`config.mk`:
```
export PLATFORM = sky130hd
export DESIGN_NAME = gbprocessor_probe_collector
export DESIGN_NICKNAME = d
export VERILOG_FILES = /design/src/rtl/gbprocessor_probe_collector.sv
export SDC_FILE = /design/constraint.sdc
export NUM_CORES = 1
export LEC_CHECK = 0
export CORE_ASPECT_RATIO = 0.6
export CORE_UTILIZATION = 64
export DETAILED_ROUTE_END_ITERATION = 8
export GPL_TIMING_DRIVEN = 0
export PLACE_DENSITY = 0.88
export RECOVER_POWER = 25
export SLEW_MARGIN = 20
export SYNTH_ARGS = -nofsm -noshare
export SYNTH_HDL_FRONTEND = slang
export SYNTH_SLANG_ARGS = --single-unit
```
`constraint.sdc`:
```
create_clock -name clock -period 9.3 [get_ports clock]
set_input_delay 0.93 -clock clock [delete_from_list [all_inputs] [get_ports clock]]
set_output_delay 0.93 -clock clock [all_outputs]
set_load 0.01 [all_outputs]
```
`src/rtl/gbprocessor_probe_collector.sv`:
```
`default_nettype none
// ============================================================================
//  Module   : gbprocessor_probe_collector
//  Brief    : Captures gbprocessor probe samples on valid strobes, tags each
//             with an 8-bit sequence number, and buffers them in a
//             first-word-fall-through FIFO drained over a valid/ready port.
//  Revision : 1.0  initial release
// ============================================================================
module gbprocessor_probe_collector #(
    parameter int PROBE_WIDTH  = 8,
    parameter int DEPTH        = 16,
    parameter int STOP_ON_FULL = 0
) (
    input  logic                       clock,
    input  logic                       reset,
    input  logic                       valid,
    input  logic [PROBE_WIDTH-1:0]     probe,
    input  logic                       arm,
    input  logic                       disarm,
    input  logic                       clear,
    output logic [PROBE_WIDTH+8-1:0]   rd_data,
    output logic                       rd_valid,
    input  logic                       rd_ready,
    output logic [$clog2(DEPTH):0]     level,
    output logic [15:0]                captured_count,
    output logic [15:0]                dropped_count,
    output logic [1:0]                 state
);

    localparam int AW = $clog2(DEPTH);
    localparam int DW = PROBE_WIDTH + 8;

    typedef enum logic [1:0] {
        ST_IDLE    = 2'd0,
        ST_CAPTURE = 2'd1,
        ST_HALTED  = 2'd2
    } state_t;

    state_t          state_q, state_d;
    logic [AW:0]     wr_ptr_q, wr_ptr_d;
    logic [AW:0]     rd_ptr_q, rd_ptr_d;
    logic [7:0]      seq_q, seq_d;
    logic [15:0]     cap_q, cap_d;
    logic [15:0]     drop_q, drop_d;
    logic [DW-1:0]   mem_q [DEPTH];

    logic [AW:0]     w_level;
    logic            w_full;
    logic            w_empty;
    logic            w_sample;
    logic            w_pop;
    logic            w_push;
    logic            w_drop;
    logic            w_arm_go;

    // Occupancy comes from the pointer difference; the extra MSB separates full from empty
    assign w_level  = wr_ptr_q - rd_ptr_q;
    assign w_empty  = (w_level == '0);
    assign w_full   = (w_level == (AW+1)'(DEPTH));

    // Sample qualification; clear discards whatever happens on its cycle
    assign w_sample = (state_q == ST_CAPTURE) && valid;
    assign w_pop    = !w_empty && rd_ready && !clear;
    assign w_push   = w_sample && (!w_full || (!w_empty && rd_ready)) && !clear;
    assign w_drop   = w_sample && w_full && !rd_ready && !clear;
    assign w_arm_go = (state_q == ST_IDLE) && arm && !disarm;

    // Next-state logic: disarm always returns to IDLE and beats arm
    always_comb begin
        state_d = state_q;
        case (state_q)
            ST_IDLE:    if (arm) state_d = ST_CAPTURE;
            ST_CAPTURE: if ((STOP_ON_FULL != 0) && w_drop) state_d = ST_HALTED;
            ST_HALTED:  state_d = ST_HALTED;
            default:    state_d = ST_IDLE;
        endcase
        if (disarm) state_d = ST_IDLE;
    end

    // Datapath next values: pointers, sequence tag and saturating counters
    always_comb begin
        wr_ptr_d = wr_ptr_q;
        rd_ptr_d = rd_ptr_q;
        seq_d    = seq_q;
        cap_d    = cap_q;
        drop_d   = drop_q;
        if (clear) begin
            wr_ptr_d = '0;
            rd_ptr_d = '0;
            seq_d    = '0;
            cap_d    = '0;
            drop_d   = '0;
        end else begin
            if (w_push) wr_ptr_d = wr_ptr_q + (AW+1)'(1);
            if (w_pop)  rd_ptr_d = rd_ptr_q + (AW+1)'(1);
            // Every sample event consumes a tag so gaps reveal drops
            if (w_arm_go)      seq_d = '0;
            else if (w_sample) seq_d = seq_q + 8'd1;
            if (w_push && (cap_q != 16'hFFFF))  cap_d  = cap_q + 16'd1;
            if (w_drop && (drop_q != 16'hFFFF)) drop_d = drop_q + 16'd1;
        end
    end

    // Control and counter registers with synchronous reset
    always_ff @(posedge clock) begin
        if (reset) begin
            state_q  <= ST_IDLE;
            wr_ptr_q <= '0;
            rd_ptr_q <= '0;
            seq_q    <= '0;
            cap_q    <= '0;
            drop_q   <= '0;
        end else begin
            state_q  <= state_d;
            wr_ptr_q <= wr_ptr_d;
            rd_ptr_q <= rd_ptr_d;
            seq_q    <= seq_d;
            cap_q    <= cap_d;
            drop_q   <= drop_d;
        end
    end

    // Storage array; contents need no reset because the pointers gate visibility
    always_ff @(posedge clock) begin
        if (!reset && w_push) begin
            mem_q[wr_ptr_q[AW-1:0]] <= {seq_q, probe};
        end
    end

    assign rd_valid       = !w_empty;
    assign rd_data        = w_empty ? '0 : mem_q[rd_ptr_q[AW-1:0]];
    assign level          = w_level;
    assign captured_count = cap_q;
    assign dropped_count  = drop_q;
    assign state          = state_q;

endmodule
`default_nettype wire
```
Yosys cells after proc, flatten, opt, wreduce, memory -nomap -nowiden
Memories as Yosys holds them, arrays and structs flattened. A register that Yosys moved wholly into a read port is not among the register bits.
Cells that the tools add are included.
{"block": "totals", "regBits": 52, "mem_bits_rw": 256, "inputBits": 15, "output_inout_bits": 56, "wordCells": 53, "mem_count": 1}
{"memory": "mem_q", "depth": 16, "word_bits": 16, "read_ports": 1, "rd_clocked_by_memory_dff": 1, "write_ports": 1, "line_no": "45", "source": "logic [DW-1:0] mem_q [DEPTH];"}
{"block": "op_classes", "addsub": 6, "n_eq_ne": 6, "muxes": 7, "bitwise_logic": 1, "n_reduce_logical": 26}
{"cell": "$add 16x1->16 const B", "n": 2}
{"cell": "$ne 16x16->1 const B", "n": 2}
{"cell": "$mux 16", "n": 1}
{"cell": "$logic_and 1x1->1", "n": 13}
{"cell": "$add 5x1->5 const B", "n": 2}
{"cell": "$add 8x1->8 const B", "n": 1}
{"cell": "$mux 4", "n": 2}
{"cell": "$logic_not 1->1", "n": 6}
{"cell": "$pmux 2 s3", "n": 1}
{"cell": "$eq 5x5->1 const B", "n": 1}
{"cell": "$logic_not 5->1", "n": 1}
{"cell": "$sub 5x5->5", "n": 1}
{"cell": "$reduce_or 2->1", "n": 2}
{"cell": "$reduce_or 3->1", "n": 1}
{"cell": "$eq 2x1->1 const B", "n": 1}
{"cell": "$eq 2x2->1 const B", "n": 1}
{"cell": "$logic_not 2->1", "n": 1}
{"cell": "$mux 1", "n": 2}
{"cell": "$mux 2", "n": 1}
{"cell": "$ne 2x2->1 const B", "n": 1}
{"cell": "$reduce_and 2->1", "n": 1}
{"cell": "$logic_or 1x1->1", "n": 1}
{"cell": "$not 1->1", "n": 1}

Longest topological paths before layout
{"block": "depth", "depth_word": 10, "ltp_mapped": 11, "depth_no_buf": 9}

Least setup slack after synthesis
No wires, ideal clock.
{"block": "synth_timing", "path_type": "reg2reg", "start": "reg wr_ptr_q[0]", "end": "mem mem_q[12][0] (netlist name) (enable)", "setup_time_ns": 0.388, "arrival_ns": 2.894, "required_time_ns": 8.912, "slack_ns": 6.017, "stages_incl_launch_ff": 12, "path_buffers": 2, "period_less_slack_ns": 3.283, "cell_sequence": "dfxtp_1 -> inv_1 -> ha_1 -> inv_1 -> fa_1 -> xor2_1 -> nand4b_1 -> and2_1 -> buf_4 -> buf_6 -> o2111ai_2 -> nor2_1"}
{"block": "synth_via", "elab_chain_cells": 10, "elab_cells_between_ends": 12, "classes_between": "add/sub (1); eq/ne (1); mux (2); reduce/logical (8)"}
{"element": "start, declared", "line_no": "40", "source": "logic [AW:0] wr_ptr_q, wr_ptr_d;"}
{"element": "start signal, assigned", "line_no": "115", "source": "wr_ptr_q <= wr_ptr_d;"}
{"element": "$sub 5x5->5 *", "line_no": "57", "source": "assign w_level = wr_ptr_q - rd_ptr_q;"}
{"element": "net level[2]", "line_no": "24", "source": "output logic [$clog2(DEPTH):0] level,"}
{"element": "$logic_not 5->1", "line_no": "58", "source": "assign w_empty = (w_level == '0);"}
{"element": "$logic_not 1->1", "line_no": "64", "source": "assign w_push = w_sample && (!w_full || (!w_empty && rd_ready)) && !clear;"}
{"element": "$logic_and 1x1->1", "line_no": "64"}
{"element": "$logic_or 1x1->1 *", "line_no": "64"}
{"element": "$logic_and 1x1->1 * (2 in series)", "line_no": "64"}
{"element": "$logic_and 1x1->1 *", "line_no": "125", "source": "if (!reset && w_push) begin"}
{"element": "$mux 1 *", "line_no": "125"}
{"element": "$mux 1 (not written as such) *", "line_no": "126", "source": "mem_q[wr_ptr_q[AW-1:0]] <= {seq_q, probe};"}
{"element": "end, declared", "line_no": "45"}
The timed path passes the listed nets; every way through them passes the cells marked *.

Worst setup path after layout
{"block": "layout_timing", "start": "reg wr_ptr_q[0]", "end": "out rd_data[11]"}
{"block": "layout_via", "elab_chain_cells": 3}
{"element": "$sub 5x5->5", "line_no": "57"}
{"element": "$logic_not 5->1", "line_no": "58"}
{"element": "$mux 16", "line_no": "131", "source": "assign rd_data = w_empty ? '0 : mem_q[rd_ptr_q[AW-1:0]];"}
{"element": "end, declared", "line_no": "21", "source": "output logic [PROBE_WIDTH+8-1:0] rd_data,"}
No other way between the ends.

==> impl_results.md <==
- Worst-path cell chain: inv_1 > ha_1 > inv_1 > fa_1 > nor3b_1 > nand4b_1 > a211oi_4 > clkbuf_1 > nor2b_1 > clkdlybuf4s50_1
- DR vias/cell: about 6.9
- Yosys top cell area share: 58.1%
- Detailed Routing Iterations Pass 1: 6
- Crit Path Max Fanout: 10
- IO Pins: 71
- Post-Syn Area: 13200 um^2
- Antenna viol nets, final: 0
- Peak Freq: ~0.19 GHz
- Fill cells: 1112
- Cells after synthesis: a little under 800
- Total Neg Setup Slack: 0 ns
- Clock Skew: approximately 0.0090 ns
- Critical path arrival: about 4.3 ns
- Via count: 8139
- DR WL/cell: between 20 and 30 um
- Total global routing overflow: 0
- Crit. End Element: output port
- Yosys top cell by area: edfxtp_1
- Status: completed
- Sequential power share: approximately 53%
- CTS Buf Count: 27
- Core area: between 20000 and 25000 um^2
- Slew @ Worst Pin: between 1 and 1.5 ns
- Fin crit period: ~5.3 ns
- Final Max Slew Viols: 0
- CTS Root Cell: clkbuf_16
- Combinational share of power: 4.9%
- Setup-failing EPs final: 0
- Worst Setup Slack, final: between 4 and 5 ns
- Starting Density: approximately two thirds
- GRT Util Overall: 32.1%
- Detailed Route Iter0 Violations: 1256
- Peak supply drop: approximately 180 uV
- Top cells by area, synth: edfxtp_1 58%, dfxtp_1 8.5%, mux4_1 7.7%
- Hold Fails Final Rpt: 0
- Maximum buffer depth of the clock tree: 3
- Number of enable flip-flop cells after synthesis: 256
- Vias in the first global route: roughly 7900
- Largest net degree at the start of global routing: 21
- Syn Area/Cell: ~17 um^2
- Rows: 40
- Net Switching: ~580 uW
- GPL Wtd Cong: 0.940
- # Post-CTS Setup Buffers: 0
- Most frequent cell after synthesis: edfxtp_1
- Post_cts resized: 0
- RSZ-0062 raised after global routing: no
- Number of synthesis warnings: 0
- Internal power: roughly 2300 uW
- Clock Power Share: between 40% and 50%
- Ys flop type: edfxtp_1
- Worst hold path type: reg2reg
- Initial antenna violation count: 0
- Nets: 921
- Worst path most repeated cell: inv_1
- Crit-path slowest cell: clkbuf_1
- Max Cap Viol: 0
- H-tree levels: 1
- Cell Pwr Density: between 150 and 200 nW/um^2
- Drt total wl: 33300 um
- Die width: between 150 and 200 um
- # clock sinks: between 300 and 400
- Max stage delay on crit path: 0.67 ns
- PortBufs: 70
- Setup WS pre-CTS: around 4.8 ns
- Diodes inserted: 0
- Synth cell count leaders: 256 x edfxtp_1, 57 x nand2_1, 56 x dfxtp_1
- Crit start category: flop
- Area Growth Syn to Fin: 16.4%
- Register area share after synthesis: 66.6%
- Yosys cell types: between 50 and 60
- Ys async rst share: 0%
- Cts hold-fix bufs: 0
- Crit Path Class: reg2out
- DP HPWL: 20300 um
- Die Area: 21300 um^2
- Clock transition at path regs: ~0.070 ns
- Clock Latency Late Sink: 0.54 ns
- First-pass GRT wire length: 49200 um
- TritonCTS clock tree: built
- #FFs+latches synth: ~310
- Syn Nets: a little over 800
- Slew HR: between 30% and 40%
- Drt drc: 0
- Switching share of total power: between 20% and 30%
- Final period util: between 50 and 60%
- Leakage: between 0.004 and 0.005 uW
- Share of cells above drive strength 1: 15.0%
- Critical Path RT: 8.37 ns
- Chip Height: 113 um
cell type report:
| type | instances | area, um^2 | share of cell area, % |
|---|---|---|---|
| tap | 273 | 342 | 2.22 |
| sequential | 312 | 8810 | 57.2 |
| timing repair buffer | 77 | 791 | 5.13 |
| clock buffer | 39 | 783 | 5.08 |
| inverter | 11 | 41.3 | 0.268 |
| buffer | 44 | 258 | 1.67 |
| multi-input combinational | 420 | 4220 | 27.4 |
| clock inverter | 10 | 159 | 1.03 |
routing by layer:
layer / global-route usage [%] / vias up / wire [um]
met3: 7.11 / 79 / 3380
met4: 10.3 / 0 / 1000
met2: 49.0 / 539 / 15200
met1: 47.0 / 4131 / 13700
met5: 0 / - / 0
li1: - / 3390 / -
worst max-delay path: cells and delay by family (launching register included):
kind,cells,cell delay (ns)
compound gates,1,0.48
simple gates,3,0.70
fa+ha+maj,2,0.72
buf+inv,4,1.47
flops,1,0.42
cells in the final DEF, fill, tap and decap left out, drive strengths merged, types with 3 or more instances in the layout:
cell type / count
nor2: 38
clkdlybuf4s50: 68
xnor2: 3
and4: 4
xor2: 7
edfxtp: 256
buf: 34
nor4: 13
nand4: 27
a211oi: 5
inv: 13
nand2: 57
and2: 3
clkbuf: 56
or2: 4
nand2b: 4
or3: 31
o2111ai: 7
mux2i: 31
bufinv: 4
nand3: 16
dfxtp: 56
nor2b: 17
nand3b: 4
and3: 7
clkinv: 3
ha: 12
mux4: 80
o21ai: 5
a21oi: 25
per-stage QoR:
stage               hold slack, ns  cells  util (%)  power (uW)  cell area (um^2)
global placement             0.481   1130      71.0        1660             14300
finish                       0.506   1186      76.6        2830             15400
detailed placement           0.494   1137      71.9        1670             14500
floorplan                    0.457    787         -        1600             13200
global route                 0.529   1186      76.6        2900             15400
CTS                          0.504   1186      76.6        2830             15400
sequential cells by signal, indices dropped and copies added, names as in the netlist, named ones only:
signal	flops
wr_ptr_q	5
captured_count	16
rd_ptr_q	5
mem_q	256
seq_q	8
state	2
dropped_count	16
cell families (layout without fill, tap and decap cells):
logic type	Yosys count	in the layout	share of synthesized area, %
AOI/OAI and AO/OA	53	53	2.86
xor gates and xnor gates	10	10	0.662
adders and majority gates	13	13	1.29
buffers and inverters	55	181	2.26
DFF	312	312	66.6
muxes	111	111	17.1
and+or+nand+nor	233	233	9.30
worst paths after layout:
| kind | from | end | slack (ns) | cells after the start |
|---|---|---|---|---|
| max reg2reg | wr_ptr_q[0]$_SDFFE_PP0P_ | mem_q[9][0]$_DFFE_PP_ | 5.44 | 12 |
| min | wr_ptr_q[4]$_SDFFE_PP0P_ | wr_ptr_q[4]$_SDFFE_PP0P_ | 0.51 | 2 |
| max | wr_ptr_q[0]$_SDFFE_PP0P_ | rd_data[11] | 4.05 | 10 |
| min reg2reg | wr_ptr_q[4]$_SDFFE_PP0P_ | wr_ptr_q[4]$_SDFFE_PP0P_ | 0.51 | 2 |
power by group through the flow:
stage               registers [uW]  logic (uW)  clock network (uW)
floorplan                     1530        72.7                   0
global placement              1530         129                   0
detailed placement            1530         133                   0
CTS                           1500         135                1200
global route                  1500         144                1250
finish                        1500         138                1200
No activity file was read; power rests on OpenSTA's default activity.
